===== config.mk =====
export PLATFORM = sky130hd
export DESIGN_NAME = fetch_unit
export DESIGN_NICKNAME = d
export VERILOG_FILES = /design/src/rtl/fetch_unit.sv
export SDC_FILE = /design/constraint.sdc
export NUM_CORES = 1
export LEC_CHECK = 0
export CORE_AREA = 2 2 139 141
export CTS_CLUSTER_DIAMETER = 200
export DETAILED_ROUTE_END_ITERATION = 8
export DIE_AREA = 0 0 141 143
export GPL_ROUTABILITY_DRIVEN = 1
export GPL_TIMING_DRIVEN = 0
export MAX_ROUTING_LAYER = met4
export SLEW_MARGIN = 20
export SYNTH_ARGS = -nofsm -noshare
export SYNTH_HDL_FRONTEND = slang
export SYNTH_SLANG_ARGS = --single-unit

===== constraint.sdc =====
create_clock -name clock_in -period 4.9 [get_ports clock_in]
set_input_delay 0.98 -clock clock_in [delete_from_list [all_inputs] [get_ports clock_in]]
set_output_delay 0.98 -clock clock_in [all_outputs]
set_load 0.02 [all_outputs]

===== src/rtl/fetch_unit.sv =====
// Instruction-fetch stage: owns the PC, fetches words over a req/ack
// handshake, presents them to control, and computes the next PC on retire.
// Optional build macro: MISALIGN_TRAP_EN adds misalign_out and halts on a
// misaligned next PC; without it next_pc[1:0] is forced to zero.
module fetch_unit #(
    parameter logic [31:0] RESET_PC     = 32'h0000_0000,
    parameter int unsigned IMEM_TIMEOUT = 15
) (
    input  logic        clock_in,
    input  logic        reset_in,
    output logic        imem_req_out,
    output logic [31:0] imem_addr_out,
    input  logic        imem_ack_in,
    input  logic [31:0] imem_data_in,
    output logic        instr_valid_out,
    input  logic        instr_ready_in,
    output logic [31:0] instr_out,
    output logic [5:0]  opcode_out,
    output logic [31:0] pc_out,
    output logic [31:0] pc_plus4_out,
    input  logic        branch_in,
    input  logic        jump_in,
    input  logic        zero_in,
    output logic        timeout_out
`ifdef MISALIGN_TRAP_EN
    ,
    output logic        misalign_out
`endif
);

    localparam int unsigned CNT_W = 4;

    typedef enum logic [1:0] {IDLE, FETCH, ISSUE, HALT} state_t;

    state_t           state_q, state_d;
    logic [31:0]      pc_q, pc_d;
    logic [31:0]      instr_q, instr_d;
    logic             req_q, req_d;
    logic             valid_q, valid_d;
    logic             timeout_q, timeout_d;
    logic [CNT_W-1:0] cnt_q, cnt_d;
    logic [31:0]      pc_plus4;
    logic [31:0]      next_pc;
`ifdef MISALIGN_TRAP_EN
    logic             misalign_q, misalign_d;
`endif

    assign pc_plus4 = pc_q + 32'd4;

    // Next-PC selection: jump beats branch, branch needs zero flag.
    always_comb begin
        if (jump_in) begin
            next_pc = {pc_plus4[31:28], instr_q[25:0], 2'b00};
        end else if (branch_in && zero_in) begin
            next_pc = pc_plus4 + {{14{instr_q[15]}}, instr_q[15:0], 2'b00};
        end else begin
            next_pc = pc_plus4;
        end
`ifndef MISALIGN_TRAP_EN
        next_pc[1:0] = 2'b00;
`endif
    end

    // Fetch FSM next-state and registered-output values.
    always_comb begin
        state_d   = state_q;
        pc_d      = pc_q;
        instr_d   = instr_q;
        req_d     = 1'b0;
        valid_d   = valid_q;
        timeout_d = timeout_q;
        cnt_d     = cnt_q;
`ifdef MISALIGN_TRAP_EN
        misalign_d = misalign_q;
`endif
        case (state_q)
            IDLE: begin
                valid_d = 1'b0;
                cnt_d   = '0;
                state_d = FETCH;
            end
            FETCH: begin
                if (imem_ack_in) begin
                    instr_d = imem_data_in;
                    valid_d = 1'b1;
                    state_d = ISSUE;
                end else if (cnt_q == CNT_W'(IMEM_TIMEOUT - 1)) begin
                    timeout_d = 1'b1;
                    state_d   = HALT;
                end else begin
                    cnt_d = cnt_q + CNT_W'(1);
                    req_d = 1'b1;
                end
            end
            ISSUE: begin
                if (instr_ready_in) begin
                    valid_d = 1'b0;
                    cnt_d   = '0;
`ifdef MISALIGN_TRAP_EN
                    if (next_pc[1:0] != 2'b00) begin
                        misalign_d = 1'b1;
                        state_d    = HALT;
                    end else begin
                        pc_d    = next_pc;
                        state_d = FETCH;
                    end
`else
                    pc_d    = next_pc;
                    state_d = FETCH;
`endif
                end
            end
            HALT: begin
                req_d = req_q;
            end
            default: state_d = IDLE;
        endcase
    end

    // State and output registers, asynchronously reset.
    always_ff @(posedge clock_in or posedge reset_in) begin
        if (reset_in) begin
            state_q   <= IDLE;
            pc_q      <= RESET_PC;
            instr_q   <= '0;
            req_q     <= 1'b0;
            valid_q   <= 1'b0;
            timeout_q <= 1'b0;
            cnt_q     <= '0;
`ifdef MISALIGN_TRAP_EN
            misalign_q <= 1'b0;
`endif
        end else begin
            state_q   <= state_d;
            pc_q      <= pc_d;
            instr_q   <= instr_d;
            req_q     <= req_d;
            valid_q   <= valid_d;
            timeout_q <= timeout_d;
            cnt_q     <= cnt_d;
`ifdef MISALIGN_TRAP_EN
            misalign_q <= misalign_d;
`endif
        end
    end

    assign imem_req_out    = req_q;
    assign imem_addr_out   = pc_q;
    assign instr_valid_out = valid_q;
    assign instr_out       = instr_q;
    assign opcode_out      = instr_q[31:26];
    assign pc_out          = pc_q;
    assign pc_plus4_out    = pc_plus4;
    assign timeout_out     = timeout_q;
`ifdef MISALIGN_TRAP_EN
    assign misalign_out    = misalign_q;
`endif

endmodule


==> summary.txt, run 1 <==
==========================================================================================
Result of the run ...........................................................    completed
Yosys Warn Count ............................................................            0
Clock sink count ............................................................           71
Final standard cell area without fillers .................................... 0.00786 sq mm
Kind of end point of the critical path ......................................    flip-flop
Post-synth EDFFs ............................................................            0
Maximum count of clock buffers along a single path ..........................            2
GR Overflow Total ...........................................................            0
Top fanout value on the critical path .......................................            6
Cells after synthesis .......................................................          620
Flip-flop and latch count after synthesis ...................................           71
Number of iterations in the first detailed-routing pass .....................            5
HPWL after DPL ..............................................................      13.9 mm
Synth-to-Final Area Change ..................................................        42.1%
Number of different library cells in the post-synthesis netlist .............           70
Core region area ............................................................ 0.0186 sq mm
Area share of the leading cell type in the synthesized netlist ..............        32.1%
# H-tree levels .............................................................            3
Fin crit share ..............................................................        94.1%
Number of placement rows ....................................................           50
RSZ-0062 raised after global routing ........................................           no
GRT Total Usage .............................................................        18.7%
Fin nets ....................................................................          885
Worst Hold Class ............................................................   reg -> reg
Pin count of the biggest net entering global routing ........................           45
Worst vdd ir ................................................................     0.377 mV
Data required time at the worst endpoint ....................................      5.16 ns
CTS tree ....................................................................         done
Clock Root Buffer ........................................................... sky130_fd_sc_hd__clkbuf_16
Fill cells ..................................................................         1864
Setup slack, reg-to-reg .....................................................      0.29 ns
Cell type contributing the most total cell area after synthesis ............. sky130_fd_sc_hd__dfrtp_1
Worst setup SP type .........................................................    flip-flop
Cell area after technology mapping .......................................... 0.00553 sq mm
Synth async-reset ratio .....................................................         100%
Clock edge transition at the registers on the reported setup and hold paths .      0.07 ns
Register area share after synthesis .........................................        32.1%
Remaining design rule violation count .......................................            0
Leading cell types by total area after synthesis ............................ sky130_fd_sc_hd__dfrtp_1 32%, sky130_fd_sc_hd__ha_1 8.6%, sky130_fd_sc_hd__mux2_2 6.7%, sky130_fd_sc_hd__buf_4 5.7%, sky130_fd_sc_hd__xnor2_1 4.6%
Count of hold-fix buffers inserted at cts ...................................            0
Max-slew violation count ....................................................            0
Slew of the pin with the lowest slew margin .................................     0.951 ns
Max cap viols ...............................................................            0
Post-route antenna net violation count ......................................            0
Horiz. Die Dim ..............................................................       141 um
Wire length of the first global-routing pass ................................      28.3 mm
Die Outline Area ............................................................ 0.0202 sq mm
Die span in y ...............................................................       143 um
DRT iter0 DRCs ..............................................................          339
Routed wire length per instance .............................................      17.4 um
Final setup violating endpoints .............................................            0
Top cells by count, synth ................................................... 71 x sky130_fd_sc_hd__dfrtp_1, 66 x sky130_fd_sc_hd__nand2_1, 45 x sky130_fd_sc_hd__a21oi_1
Data arrival, critical path .................................................      4.87 ns
Number of antenna violations at the first check in global routing ...........            0
Count leader, synth ......................................................... sky130_fd_sc_hd__dfrtp_1
Final RePlAce weighted congestion ...........................................        0.868
Layout cells sized above 1 ..................................................        13.9%
Worst rel slew slack ........................................................        36.6%
Synth Area per Inst .........................................................   8.92 sq um
Dominant synthesized flop cell .............................................. sky130_fd_sc_hd__dfrtp_1
Shortest period the worst path allows .......................................      4.61 ns
Vias in the first global route ..............................................         4985
Clock buffer count from CTS .................................................            9
Number of antenna diodes ....................................................            0
Hold Fails Final Rpt ........................................................            0
Post-Route Setup TNS ........................................................         0 ns
WS Path Type ................................................................   reg -> reg
Pwr/cell area ...............................................................  800 mW/mm^2
Port buffer count ...........................................................          168
Number of primary I/O pins ..................................................          176
Max Clock Freq ..............................................................      217 MHz
Post-detailed-placement cell area ........................................... 0.00757 sq mm
Via density per instance ....................................................         5.02
Detailed-route via count ....................................................         5249
Leakage power ...............................................................      3.40 nW
Final WL ....................................................................      18.2 mm
Clock network latency to the later pin of the worst-skew pair ...............      0.35 ns
Setup Skew ..................................................................    0.0120 ns
Initial cell density of the core ............................................        29.8%
==========================================================================================
## placed cells by master (no fill, tap or decap), types with 3 or more instances in the layout
cell,count
sky130_fd_sc_hd__ha_1,38
sky130_fd_sc_hd__a211oi_2,3
sky130_fd_sc_hd__o21a_1,3
sky130_fd_sc_hd__xor2_1,24
sky130_fd_sc_hd__inv_1,13
sky130_fd_sc_hd__or3_1,4
sky130_fd_sc_hd__nand3_1,13
sky130_fd_sc_hd__clkbuf_1,17
sky130_fd_sc_hd__and3_1,10
sky130_fd_sc_hd__nand4_1,10
sky130_fd_sc_hd__clkinvlp_4,3
sky130_fd_sc_hd__a21oi_1,45
sky130_fd_sc_hd__o21bai_1,3
sky130_fd_sc_hd__a211oi_1,10
sky130_fd_sc_hd__nand2_1,66
sky130_fd_sc_hd__xnor2_1,29
sky130_fd_sc_hd__conb_1,6
sky130_fd_sc_hd__clkbuf_16,9
sky130_fd_sc_hd__o211ai_1,6
sky130_fd_sc_hd__dfrtp_1,71
sky130_fd_sc_hd__nor3_1,7
sky130_fd_sc_hd__a21o_1,13
sky130_fd_sc_hd__clkdlybuf4s50_1,168
sky130_fd_sc_hd__and2_1,4
sky130_fd_sc_hd__nor2b_1,4
sky130_fd_sc_hd__mux2i_1,4
sky130_fd_sc_hd__o31ai_1,3
sky130_fd_sc_hd__nand2b_1,3
sky130_fd_sc_hd__o22ai_1,4
sky130_fd_sc_hd__buf_4,45
sky130_fd_sc_hd__nor2_1,41
sky130_fd_sc_hd__a31oi_1,6
sky130_fd_sc_hd__and4_1,3
sky130_fd_sc_hd__o21ai_0,19
sky130_fd_sc_hd__o21ai_1,22
sky130_fd_sc_hd__mux2_2,33
## through the flow
stage                     hold WS [ns]  utilization [%]  power (mW)  instances  setup WS [ns]
after floorplan                  0.500                -        4.00        625          0.783
after global placement           0.460             40.5        5.61       1027          0.288
after detailed placement         0.458             40.7        5.64       1029          0.261
after CTS                        0.481             42.2        6.32       1045          0.224
after global routing             0.516             42.3        6.75       1046        0.00457
final                            0.483             42.3        6.29       1046          0.291
## power breakdown
part | internal (mW) | total, mW | switching, mW
Clock | 0.349 | 0.635 | 0.287
Sequential | 0.854 | 1.28 | 0.429
Combinational | 2.08 | 4.37 | 2.29
Total | 3.28 | 6.29 | 3.01
## metal layers
layer | GRT usage (%) | wire, um | up-vias
li1 | - | - | 2560
met5 | - | 0 | -
met1 | 24.4 | 8350 | 2503
met2 | 28.9 | 8410 | 167
met4 | 5.11 | 263 | 0
met3 | 4.73 | 1200 | 19
## worst max-delay path, stage by stage (launching register included)
cell	delay [ns]
sky130_fd_sc_hd__dfrtp_1	0.52
sky130_fd_sc_hd__and4_1	0.32
sky130_fd_sc_hd__nand4_1	0.23
sky130_fd_sc_hd__nor2_1	0.25
sky130_fd_sc_hd__nand3_1	0.26
sky130_fd_sc_hd__nor2_1	0.29
sky130_fd_sc_hd__nand2_1	0.10
sky130_fd_sc_hd__xnor2_1	0.34
sky130_fd_sc_hd__ha_1	0.38
sky130_fd_sc_hd__a21o_1	0.18
sky130_fd_sc_hd__a21o_1	0.20
sky130_fd_sc_hd__or3_1	0.33
sky130_fd_sc_hd__a211oi_2	0.31
sky130_fd_sc_hd__o31ai_1	0.15
sky130_fd_sc_hd__xor2_1	0.18
sky130_fd_sc_hd__and3_4	0.24
sky130_fd_sc_hd__o31ai_2	0.21
## final cells by class
cell class	instances	area (sq um)	share of cell area [%]
Buffer	61	387	4.92
Clock inverter	7	56.3	0.716
Clock buffer	9	225	2.87
Inverter	18	72.6	0.923
Sequential cell	71	1780	22.6
Tap cell	234	293	3.73
Timing Repair Buffer	172	1730	22.0
Multi-Input combinational cell	474	3320	42.2
## registers in the layout, summed over array words and instances, names as in the netlist
signal           flops
cnt_q                4
imem_addr_out       30
imem_req_out         1
instr_out           32
instr_valid_out      1
state_q              2
timeout_out          1
## cells by family (layout without fill, tap and decap cells)
family | count (synthesis) | count (layout) | share of synthesized area [%]
other cells | 1 | 6 | 0.0678
fa+ha+maj | 39 | 39 | 8.96
flops | 71 | 71 | 32.1
xor+xnor | 53 | 53 | 8.39
buf+inv | 80 | 267 | 8.33
simple gates | 178 | 178 | 15.8
mux | 37 | 37 | 7.44
compound gates | 161 | 161 | 18.9
## timing repair
item                       4_1_cts  5_1_grt
gates resized for setup          0        0
setup buffers                    0        2
setup endpoints to repair        0        1
## path summary, 6_finish.rpt
path                                    from           endpoint  cells past startpoint
max                        imem_addr_out[11]  imem_addr_out[31]                     16
min                              timeout_out        timeout_out                      1
max reg2reg                imem_addr_out[11]  imem_addr_out[31]                     16
min reg2reg                      timeout_out        timeout_out                      1
max in group asynchronous           reset_in  imem_addr_out[13]                      3
min in group asynchronous           reset_in      instr_out[19]                      2
Note: power is estimated with default switching activity, not from simulation.
==> run 2, diff against run 1 <==
CTS_CLUSTER_SIZE = 8   (was unset)
RECOVER_POWER = 100   (was unset)
==> run 2 against run 1 <==
The flow now finishes with violations (capacitance limit, slew limit). Maximum frequency grew 1.6%. Highest routed layer unchanged. Routed wire length is essentially flat. Flip-flop and latch count did not move. Critical endpoint unchanged. Clock power is essentially flat. Critical path type unchanged.
==> summary.txt, run 2 (synthesized netlist as in run 1, its figures left out) <==
==========================================================================================
Number of gates resized after CTS ...........................................            0
Post-layout utilization of the core .........................................        42.0%
Horiz. Die Dim ..............................................................       141 um
Number of placement rows ....................................................           50
Final RePlAce weighted congestion ...........................................        0.868
Leakage power ...............................................................      3.53 nW
Fin cells ...................................................................         1046
Data arrival, critical path .................................................      4.80 ns
Result of the run ........................................................... complete, but fails checks
Fin Hold WS .................................................................     0.477 ns
Max cap viols ...............................................................            1
Layout cells sized above 1 ..................................................        13.2%
Clock Root Buffer ........................................................... sky130_fd_sc_hd__clkbuf_16
Final Worst Setup Slack .....................................................     0.364 ns
Die span in y ...............................................................       143 um
Top fanout value on the critical path .......................................            7
Largest register FFs ........................................................           32
Synth-to-Final Area Change ..................................................        41.1%
Remaining design rule violation count .......................................            0
Worst setup startpoint ...................................................... imem_addr_out[2]
Detailed-route via count ....................................................         5228
Post-Route Setup TNS ........................................................         0 ns
Worst rel slew slack ........................................................       -41.3%
Worst reg2reg path startpoint ............................................... imem_addr_out[2]
Post-detailed-placement cell area ........................................... 0.00757 sq mm
Worst Hold Class ............................................................   reg -> reg
Fin crit share ..............................................................        92.6%
Core region area ............................................................ 0.0186 sq mm
Via density per instance ....................................................         5.00
Sum of internal, switching and leakage power ................................      6.04 mW
Port buffer count ...........................................................          168
Number of primary I/O pins ..................................................          176
Max-slew violation count ....................................................           45
# H-tree levels .............................................................            3
DRT iter0 DRCs ..............................................................          330
Total area of multi-input combinational cells ............................... 0.00328 sq mm
RSZ-0062 raised after global routing ........................................           no
Cell count after placement ..................................................         1029
Routed wire length per instance .............................................      17.4 um
Fill cells ..................................................................         1873
Commonest non-fill, non-tap cells in the layout ............................. 135 x sky130_fd_sc_hd__dlygate4sd3_1, 71 x sky130_fd_sc_hd__dfrtp_1, 66 x sky130_fd_sc_hd__nand2_1, 45 x sky130_fd_sc_hd__a21oi_1, 44 x sky130_fd_sc_hd__buf_4
Most common library cell in the layout ignoring fill and taps ............... sky130_fd_sc_hd__dlygate4sd3_1
Seq. cell area .............................................................. 0.00178 sq mm
Clock edge transition at the registers on the reported setup and hold paths .      0.07 ns
GR Overflow Total ...........................................................            0
Final WL ....................................................................      18.2 mm
Buffering stage count on the worst path with inverters included .............            1
Number of iterations in the first detailed-routing pass .....................            7
Largest stage delay on the critical path ....................................      0.50 ns
Kind of end point of the critical path ......................................    flip-flop
Die Outline Area ............................................................ 0.0202 sq mm
Hold Fails Final Rpt ........................................................            0
Final standard cell area without fillers .................................... 0.00780 sq mm
Crit path max-delay cell type ............................................... sky130_fd_sc_hd__dfrtp_1
Clock buffer count from CTS .................................................            9
Setup Skew ..................................................................    0.0121 ns
Kind of cell with the highest combined delay on the critical path ........... compound AO/OA/AOI/OAI gates
Wire length of the first global-routing pass ................................      28.3 mm
WS Path Type ................................................................   reg -> reg
GRT Total Usage .............................................................        18.7%
Maximum count of clock buffers along a single path ..........................            2
Chain of cells forming the critical path .................................... ha_1, nand3_1, nor4_1, buf_4, nand2_1, xnor2_1, ha_1, a21o_1, a21o_1, a21o_1, or3_1, a211oi_2, o31ai_1, xor2_1, and3_4, o31ai_2
Data required time at the worst endpoint ....................................      5.16 ns
Slew of the pin with the lowest slew margin .................................      2.12 ns
Final setup violating endpoints .............................................            0
Worst vdd ir ................................................................     0.362 mV
Post-route antenna net violation count ......................................            0
CTS tree ....................................................................         done
Worst Min Path Start ........................................................  timeout_out
Clock network latency to the later pin of the worst-skew pair ...............      0.36 ns
Max Clock Freq ..............................................................      220 MHz
Clock sink count ............................................................           71
Vias in the first global route ..............................................         4985
Pwr/cell area ...............................................................  774 mW/mm^2
Violated checks ............................................................. capacitance limit, slew limit
Fin nets ....................................................................          885
HPWL after DPL ..............................................................      13.9 mm
Worst setup SP type .........................................................    flip-flop
Most used cell along the critical path ...................................... sky130_fd_sc_hd__a21o_1
Worst setup slack after placement ...........................................     0.261 ns
Number of antenna violations at the first check in global routing ...........            0
Initial cell density of the core ............................................        29.8%
Number of antenna diodes ....................................................            0
Shortest period the worst path allows .......................................      4.54 ns
Pin count of the biggest net entering global routing ........................           45
==========================================================================================
[run 2: cell count changes in the layout (fill, tap and decap cells not counted), sizes merged, moves of 2 or more]
| cell | previous run | this run |
|---|---|---|
| buf | 48 | 45 |
| clkbuf | 26 | 28 |
| clkdlybuf4s50 | 168 | 33 |
| dlygate4sd3 | 0 | 135 |
[run 2: area by class of cell]
type                            count  area share, %
Multi-Input combinational cell    474           42.0
Sequential cell                    71           22.8
Timing Repair Buffer              172           22.0
Buffer                             61           4.95
Tap cell                          234           3.75
Clock buffer                        9           2.89
Inverter                           18          0.914
Clock inverter                      7          0.722
[run 2: timing repair]
item	CTS	global route
setup endpoints to repair	0	1
hold endpoints to repair	0	0
buffers inserted	0	2
hold buffers	0	0
[run 2: final timing paths]
path,depth (start not counted),slack (ns),end
max in group asynchronous,3,0.73,imem_addr_out[13]
min in group asynchronous,2,1.38,instr_out[19]
setup reg to reg,16,0.36,imem_addr_out[31]
setup / recovery,16,0.36,imem_addr_out[31]
hold / removal,1,0.48,timeout_out
hold reg to reg,1,0.48,timeout_out
[run 2: where the power goes]
group          internal [mW]  total (mW)  switching (mW)
registers              0.854        1.27           0.414
logic                   1.88        4.13            2.25
clock network          0.349       0.637           0.289
[run 2: layer usage]
layer,part of all wire (%),routed length [um],vias to the layer above,track usage (%)
met3,6.6,1190,14,4.73
met4,1.2,218,0,5.11
met1,46,8350,2488,24.4
li1,-,-,2557,-
met2,46,8440,169,28.9
met5,0,0,-,-
